<file path="src/rtl/multicycle_control_unit.sv">
// Multi-cycle RV32I control FSM: sequences fetch/decode/execute/memory/writeback,
// traps illegal opcodes and counts retired instructions.
module multicycle_control_unit #(
    parameter int ALUOP_W  = 2,
    parameter int MEM_WAIT = 1,
    parameter int CNT_W    = 16
) (
    input  logic               clk,
    input  logic               reset,
    input  logic [6:0]         opcode,
    input  logic               zero,
    input  logic               mem_ready,
    output logic               PCWrite,
    output logic               IRWrite,
    output logic               IorD,
    output logic               MemRead,
    output logic               MemWrite,
    output logic               MemToReg,
    output logic               RegWrite,
    output logic               PCSrc,
    output logic [1:0]         ALUSrcA,
    output logic [1:0]         ALUSrcB,
    output logic [ALUOP_W-1:0] ALUOp,
    output logic [3:0]         state,
    output logic               illegal,
    output logic [CNT_W-1:0]   retired
);

    typedef enum logic [3:0] {
        S_FETCH  = 4'd0,
        S_DECODE = 4'd1,
        S_MEMADR = 4'd2,
        S_MEMRD  = 4'd3,
        S_MEMWB  = 4'd4,
        S_MEMWR  = 4'd5,
        S_EXEC_R = 4'd6,
        S_EXEC_I = 4'd7,
        S_ALUWB  = 4'd8,
        S_BRANCH = 4'd9,
        S_TRAP   = 4'd10
    } state_e;

    typedef enum logic [2:0] {
        C_LOAD,
        C_STORE,
        C_RTYPE,
        C_IALU,
        C_BRANCH,
        C_BAD
    } cls_e;

    state_e             state_q, state_d;
    logic [CNT_W-1:0]   retired_q, retired_d;
    cls_e               cls;
    logic               rdy;
    logic               retire;

    assign rdy = (MEM_WAIT != 0) ? mem_ready : 1'b1;

    always_comb begin
        cls = C_BAD;
        if (opcode[1:0] == 2'b11 && opcode[3:2] == 2'b00) begin
            case (opcode[6:4])
                3'b000:  cls = C_LOAD;
                3'b010:  cls = C_STORE;
                3'b011:  cls = C_RTYPE;
                3'b001:  cls = C_IALU;
                3'b110:  cls = C_BRANCH;
                default: cls = C_BAD;
            endcase
        end
    end

    always_ff @(posedge clk or negedge reset) begin
        if (!reset) begin
            state_q   <= S_FETCH;
            retired_q <= '0;
        end else begin
            state_q   <= state_d;
            retired_q <= retired_d;
        end
    end

    always_comb begin
        state_d = state_q;
        retire  = 1'b0;
        case (state_q)
            S_FETCH: if (rdy) state_d = S_DECODE;
            S_DECODE: begin
                case (cls)
                    C_LOAD, C_STORE: state_d = S_MEMADR;
                    C_RTYPE:         state_d = S_EXEC_R;
                    C_IALU:          state_d = S_EXEC_I;
                    C_BRANCH:        state_d = S_BRANCH;
                    default:         state_d = S_TRAP;
                endcase
            end
            S_MEMADR: begin
                case (cls)
                    C_LOAD:  state_d = S_MEMRD;
                    C_STORE: state_d = S_MEMWR;
                    default: state_d = S_TRAP;
                endcase
            end
            S_MEMRD: if (rdy) state_d = S_MEMWB;
            S_MEMWB: begin
                state_d = S_FETCH;
                retire  = 1'b1;
            end
            S_MEMWR: begin
                if (rdy) begin
                    state_d = S_FETCH;
                    retire  = 1'b1;
                end
            end
            S_EXEC_R, S_EXEC_I: state_d = S_ALUWB;
            S_ALUWB, S_BRANCH: begin
                state_d = S_FETCH;
                retire  = 1'b1;
            end
            S_TRAP:  state_d = S_TRAP;
            default: state_d = S_TRAP;
        endcase
        retired_d = retire ? retired_q + CNT_W'(1) : retired_q;
    end

    logic [1:0] aluop2;

    always_comb begin
        PCWrite  = 1'b0;
        IRWrite  = 1'b0;
        IorD     = 1'b0;
        MemRead  = 1'b0;
        MemWrite = 1'b0;
        MemToReg = 1'b0;
        RegWrite = 1'b0;
        PCSrc    = 1'b0;
        ALUSrcA  = 2'b00;
        ALUSrcB  = 2'b00;
        aluop2   = 2'b00;
        illegal  = 1'b0;
        case (state_q)
            S_FETCH: begin
                MemRead = 1'b1;
                ALUSrcB = 2'b01;
                IRWrite = rdy;
                PCWrite = rdy;
            end
            S_DECODE: begin
                ALUSrcA = 2'b01;
                ALUSrcB = 2'b10;
            end
            S_MEMADR: begin
                ALUSrcA = 2'b10;
                ALUSrcB = 2'b10;
            end
            S_MEMRD: begin
                IorD    = 1'b1;
                MemRead = 1'b1;
            end
            S_MEMWB: begin
                RegWrite = 1'b1;
                MemToReg = 1'b1;
            end
            S_MEMWR: begin
                IorD     = 1'b1;
                MemWrite = 1'b1;
            end
            S_EXEC_R: begin
                ALUSrcA = 2'b10;
                aluop2  = 2'b10;
            end
            S_EXEC_I: begin
                ALUSrcA = 2'b10;
                ALUSrcB = 2'b10;
                aluop2  = 2'b11;
            end
            S_ALUWB: RegWrite = 1'b1;
            S_BRANCH: begin
                ALUSrcA = 2'b10;
                aluop2  = 2'b01;
                PCSrc   = 1'b1;
                PCWrite = zero;
            end
            S_TRAP:  illegal = 1'b1;
            default: illegal = 1'b0;
        endcase
        // Asserting reset silences every enable at once, not at the next edge
        if (!reset) begin
            PCWrite  = 1'b0;
            IRWrite  = 1'b0;
            IorD     = 1'b0;
            MemRead  = 1'b0;
            MemWrite = 1'b0;
            MemToReg = 1'b0;
            RegWrite = 1'b0;
            PCSrc    = 1'b0;
            ALUSrcA  = 2'b00;
            ALUSrcB  = 2'b00;
            aluop2   = 2'b00;
            illegal  = 1'b0;
        end
        ALUOp = ALUOP_W'(aluop2);
    end

    assign state   = state_q;
    assign retired = retired_q;

endmodule

</file>
<file path="config.mk">
export PLATFORM = sky130hd
export DESIGN_NAME = multicycle_control_unit
export DESIGN_NICKNAME = d
export VERILOG_FILES = /design/src/rtl/multicycle_control_unit.sv
export SDC_FILE = /design/constraint.sdc
export NUM_CORES = 1
export LEC_CHECK = 0
export CAP_MARGIN = 40
export CORE_MARGIN = 1.5
export CORE_UTILIZATION = 40
export CTS_BUF_LIST = sky130_fd_sc_hd__clkbuf_4
export DETAILED_ROUTE_END_ITERATION = 16
export PLACE_DENSITY = 0.76
export SLEW_MARGIN = 20
export SYNTH_ARGS = -nofsm -noshare
export SYNTH_HDL_FRONTEND = slang
export SYNTH_SLANG_ARGS = --single-unit
</file>
<file path="constraint.sdc">
create_clock -name clk -period 1.6 [get_ports clk]
set_input_delay 0.4 -clock clk [delete_from_list [all_inputs] [get_ports clk]]
set_output_delay 0.4 -clock clk [all_outputs]
set_load 0.005 [all_outputs]
</file>
==> results_dict.tcl <==
set metrics [dict create \
    layout-drive-gt1-share 0.5681 \
    p_comb_frac 0.756 \
    start_util 0.4190 \
    yosysTopAreaCellShare 0.3945 \
    via_per_inst 5.708 \
    die_y_um 59.32 \
    antenna_found_initial 0 \
    grt_pass1_wl_mm 7.507 \
    syn_avg_cell_area_um2 8.935 \
    ys_seq_area_frac 0.3945 \
    grt_start_max_net_pins 13 \
    finalWirelength_mm 6.294 \
    core_area_mm2 0.003028 \
    hold_buffers 0 \
    yosys-top-cells-area "dfrtp_1 (39%), xnor2_1 (6.9%), xor2_1 (4.1%)" \
    fin_nets 270 \
    ys_top_cells_by_count "dfrtp_1 (20), nor2_1 (13), nand2_1 (11)" \
    cts_buffers 3 \
    ant_nets 0 \
    p_sw_mw 1.903 \
    yosysUniqueCellTypes 40 \
    slew_headroom 0.7796 \
    place_area_mm2 0.002014 \
    worst_slack_ns -0.3163 \
    worst_r2r_path_depth 8 \
    crit_chain "buf_6 > nand2b_4 > nor2_4 > buf_4 > a22o_1 > buf_2" \
    netlist_instances 142 \
    dieArea_mm2 0.003519 \
    critPathKind "register to output port" \
    synth_largest_area_cell "dfrtp_1" \
    synth_edf_count 0 \
    cts_tree "done" \
    fmax_ghz 0.5218 \
    routabilityCongestion 0.9082 \
    routedWlPerCell_um 20.91 \
    fin_area_mm2 0.002721 \
    htreeDepth 1 \
    status "complete, but fails checks" \
    power_density_mw_per_mm2 1626 \
    max-vdd-ir-drop_mv 1.093 \
    ys_async_sr_fraction 1.000 \
    finalHoldViolCount 0 \
    antenna_cells 0 \
    clk_latency_ns 0.31 \
    leakage_nw 1.341 \
    area_growth_pct 114.5 \
    yosys_warnings 0 \
    violations "negative setup slack" \
    dr.first_iter.drc_count 110 \
    root_buffer "clkbuf_4" \
    post-route-drc-count 0 \
    final-setup-viol-count 32 \
    max_stage_delay_ns 0.48 \
    maxSlewViolCount 0 \
    sw_frac_of_total 0.4300 \
    grt_pass1_vias 1524 \
    rsz0062_at_grt "yes" \
    cpMaxStageDelayCell "dfrtp_2" \
    drv_cap 0 \
    place_ws_ns -0.7796 \
    fin_tns_setup_ns -5.289 \
    power_frac_seq 0.186 \
    worstMarginPinSlew_ns 0.3307 \
    numPortBuffers 45 \
    syn-cell-area_mm2 0.001269 \
    synth_flop_cell "dfrtp_1" \
    total_power_mw 4.425 \
    groute.usage.overall 0.2927 \
    critPathLaunchType "register" \
    ys_ff_latch 20 \
    die-width_um 59.32 \
    num_vias 1718 \
    clockPowerShare 0.057 \
    timing.final.crit_share 1.198 \
    skew_ns 0.001950 \
    synth_nets 154 \
    hpwlAfterDp_mm 2.837 \
    min_period_ns 1.916 \
    p_int_mw 2.523 \
    cp_max_fo 5 \
    end_kind "output port" \
    min_path_type "primary input to async pin" \
    row_count 20 \
    cp.arrival_ns 1.52 \
    grt.overflow.total 0 \
    clock_sinks 20 \
    cp_data_required_time_ns 1.20 \
    synth.most_common_cell "dfrtp_1" \
    firstDrtPassIters 4 \
    io_pins 46 \
    max-clock-path-buffers 2 \
    cts.clk_slew.worst_paths_ns 0.12 \
]
==> timing repair <==
item | CTS | global route
gates cloned | 0 | 1
hold endpoints to repair | 0 | 0
pin swaps | 24 | 23
resized for setup | 144 | 63
setup endpoints to repair | 43 | 47
buffers inserted | 30 | 10
==> cells in the final DEF (no fill, tap or decap), types with 3 or more instances in the layout <==
master and instances:
buf_6 37, buf_4 36, buf_2 14, dfrtp_1 13, clkdlybuf4s50_1 11, dlymetal6s2s_1 10
xnor2_1 8, nand2_1 7, nor2_1 7, dfrtp_2 7, nor2_4 6, xor2_1 6
nand2_2 4, and3_1 4, a21oi_1 4, nand3_1 4, nand3_2 4, nand2b_1 4
nand4_1 4, dlygate4sd2_1 4, nor2b_4 3, nand2b_4 3, nand3b_1 3, xnor2_2 3
clkbuf_4 3
==> worst paths after layout <==
| kind | slack (ns) | from | end |
|---|---|---|---|
| min in group clk | 0.51 | retired[13] | retired[13] |
| worst min register to register | 0.51 | retired[13] | retired[13] |
| worst max-delay path | -0.32 | state[2] | PCWrite |
| max in group asynchronous | 1.13 | reset | state[1] |
| worst max register to register | -0.19 | state[1] | retired[15] |
| worst min-delay path | 0.32 | reset | retired[3] |
==> registers in the layout, summed over array words and instances, names as in the netlist <==
signal and flops:
retired 16, state 4
==> power groups by stage <==
stage	combinational (mW)	clock (mW)	sequential, mW
6_report	3.35	0.254	0.824
5_1_grt	3.49	0.275	0.829
4_1_cts	2.59	0.237	0.795
3_5_place_dp	1.80	0	0.857
3_3_place_gp	1.77	0	0.841
2_1_floorplan	0.777	0	0.822
==> per-stage QoR <==
stage	util	cells	hold slack, ns
floorplan	-	142	0.1044
global placement	0.6653	259	0.4614
detailed placement	0.6653	259	0.4771
CTS	0.7971	291	0.3287
global route	0.8988	301	0.3320
finish	0.8988	301	0.3223
==> area by class of cell <==
type | instances | area, µm²
clock inverters | 1 | 3.754
multi-input cells | 115 | 1044
repair buffers | 116 | 1077
clock buffers | 3 | 22.52
inverters | 2 | 10.01
well taps | 44 | 55.05
flip-flops and latches | 20 | 509.2
fillers | 114 | 306.5
==> kinds of logic after synthesis <==
group                    after synthesis  synth area share
multiplexers                           2           0.01676
XOR/XNOR                              17            0.1233
buffers and inverters                  7           0.02169
AND/OR/NAND/NOR                       76            0.3393
AO/OA/AOI/OAI                         19           0.09467
adder cells (fa/ha/maj)                1          0.009860
flip-flops                            20            0.3945
==> routing by layer <==
layer  up-vias  track usage  routed length (µm)
met3        20      0.05240                 385
met5         -            0                   0
met4         0       0.1039                 223
li1        740            -                   -
met1       866       0.3909                2423
met2        92       0.4741                3262
==> critical path, delay by kind of cell (launching register included) <==
kind                   cells  cell delay (ns)
AND/OR/NAND/NOR            2             0.26
AO/OA/AOI/OAI              1             0.11
flip-flops                 1             0.48
buffers and inverters      3             0.36
No activity file was read; power rests on OpenSTA's default activity.
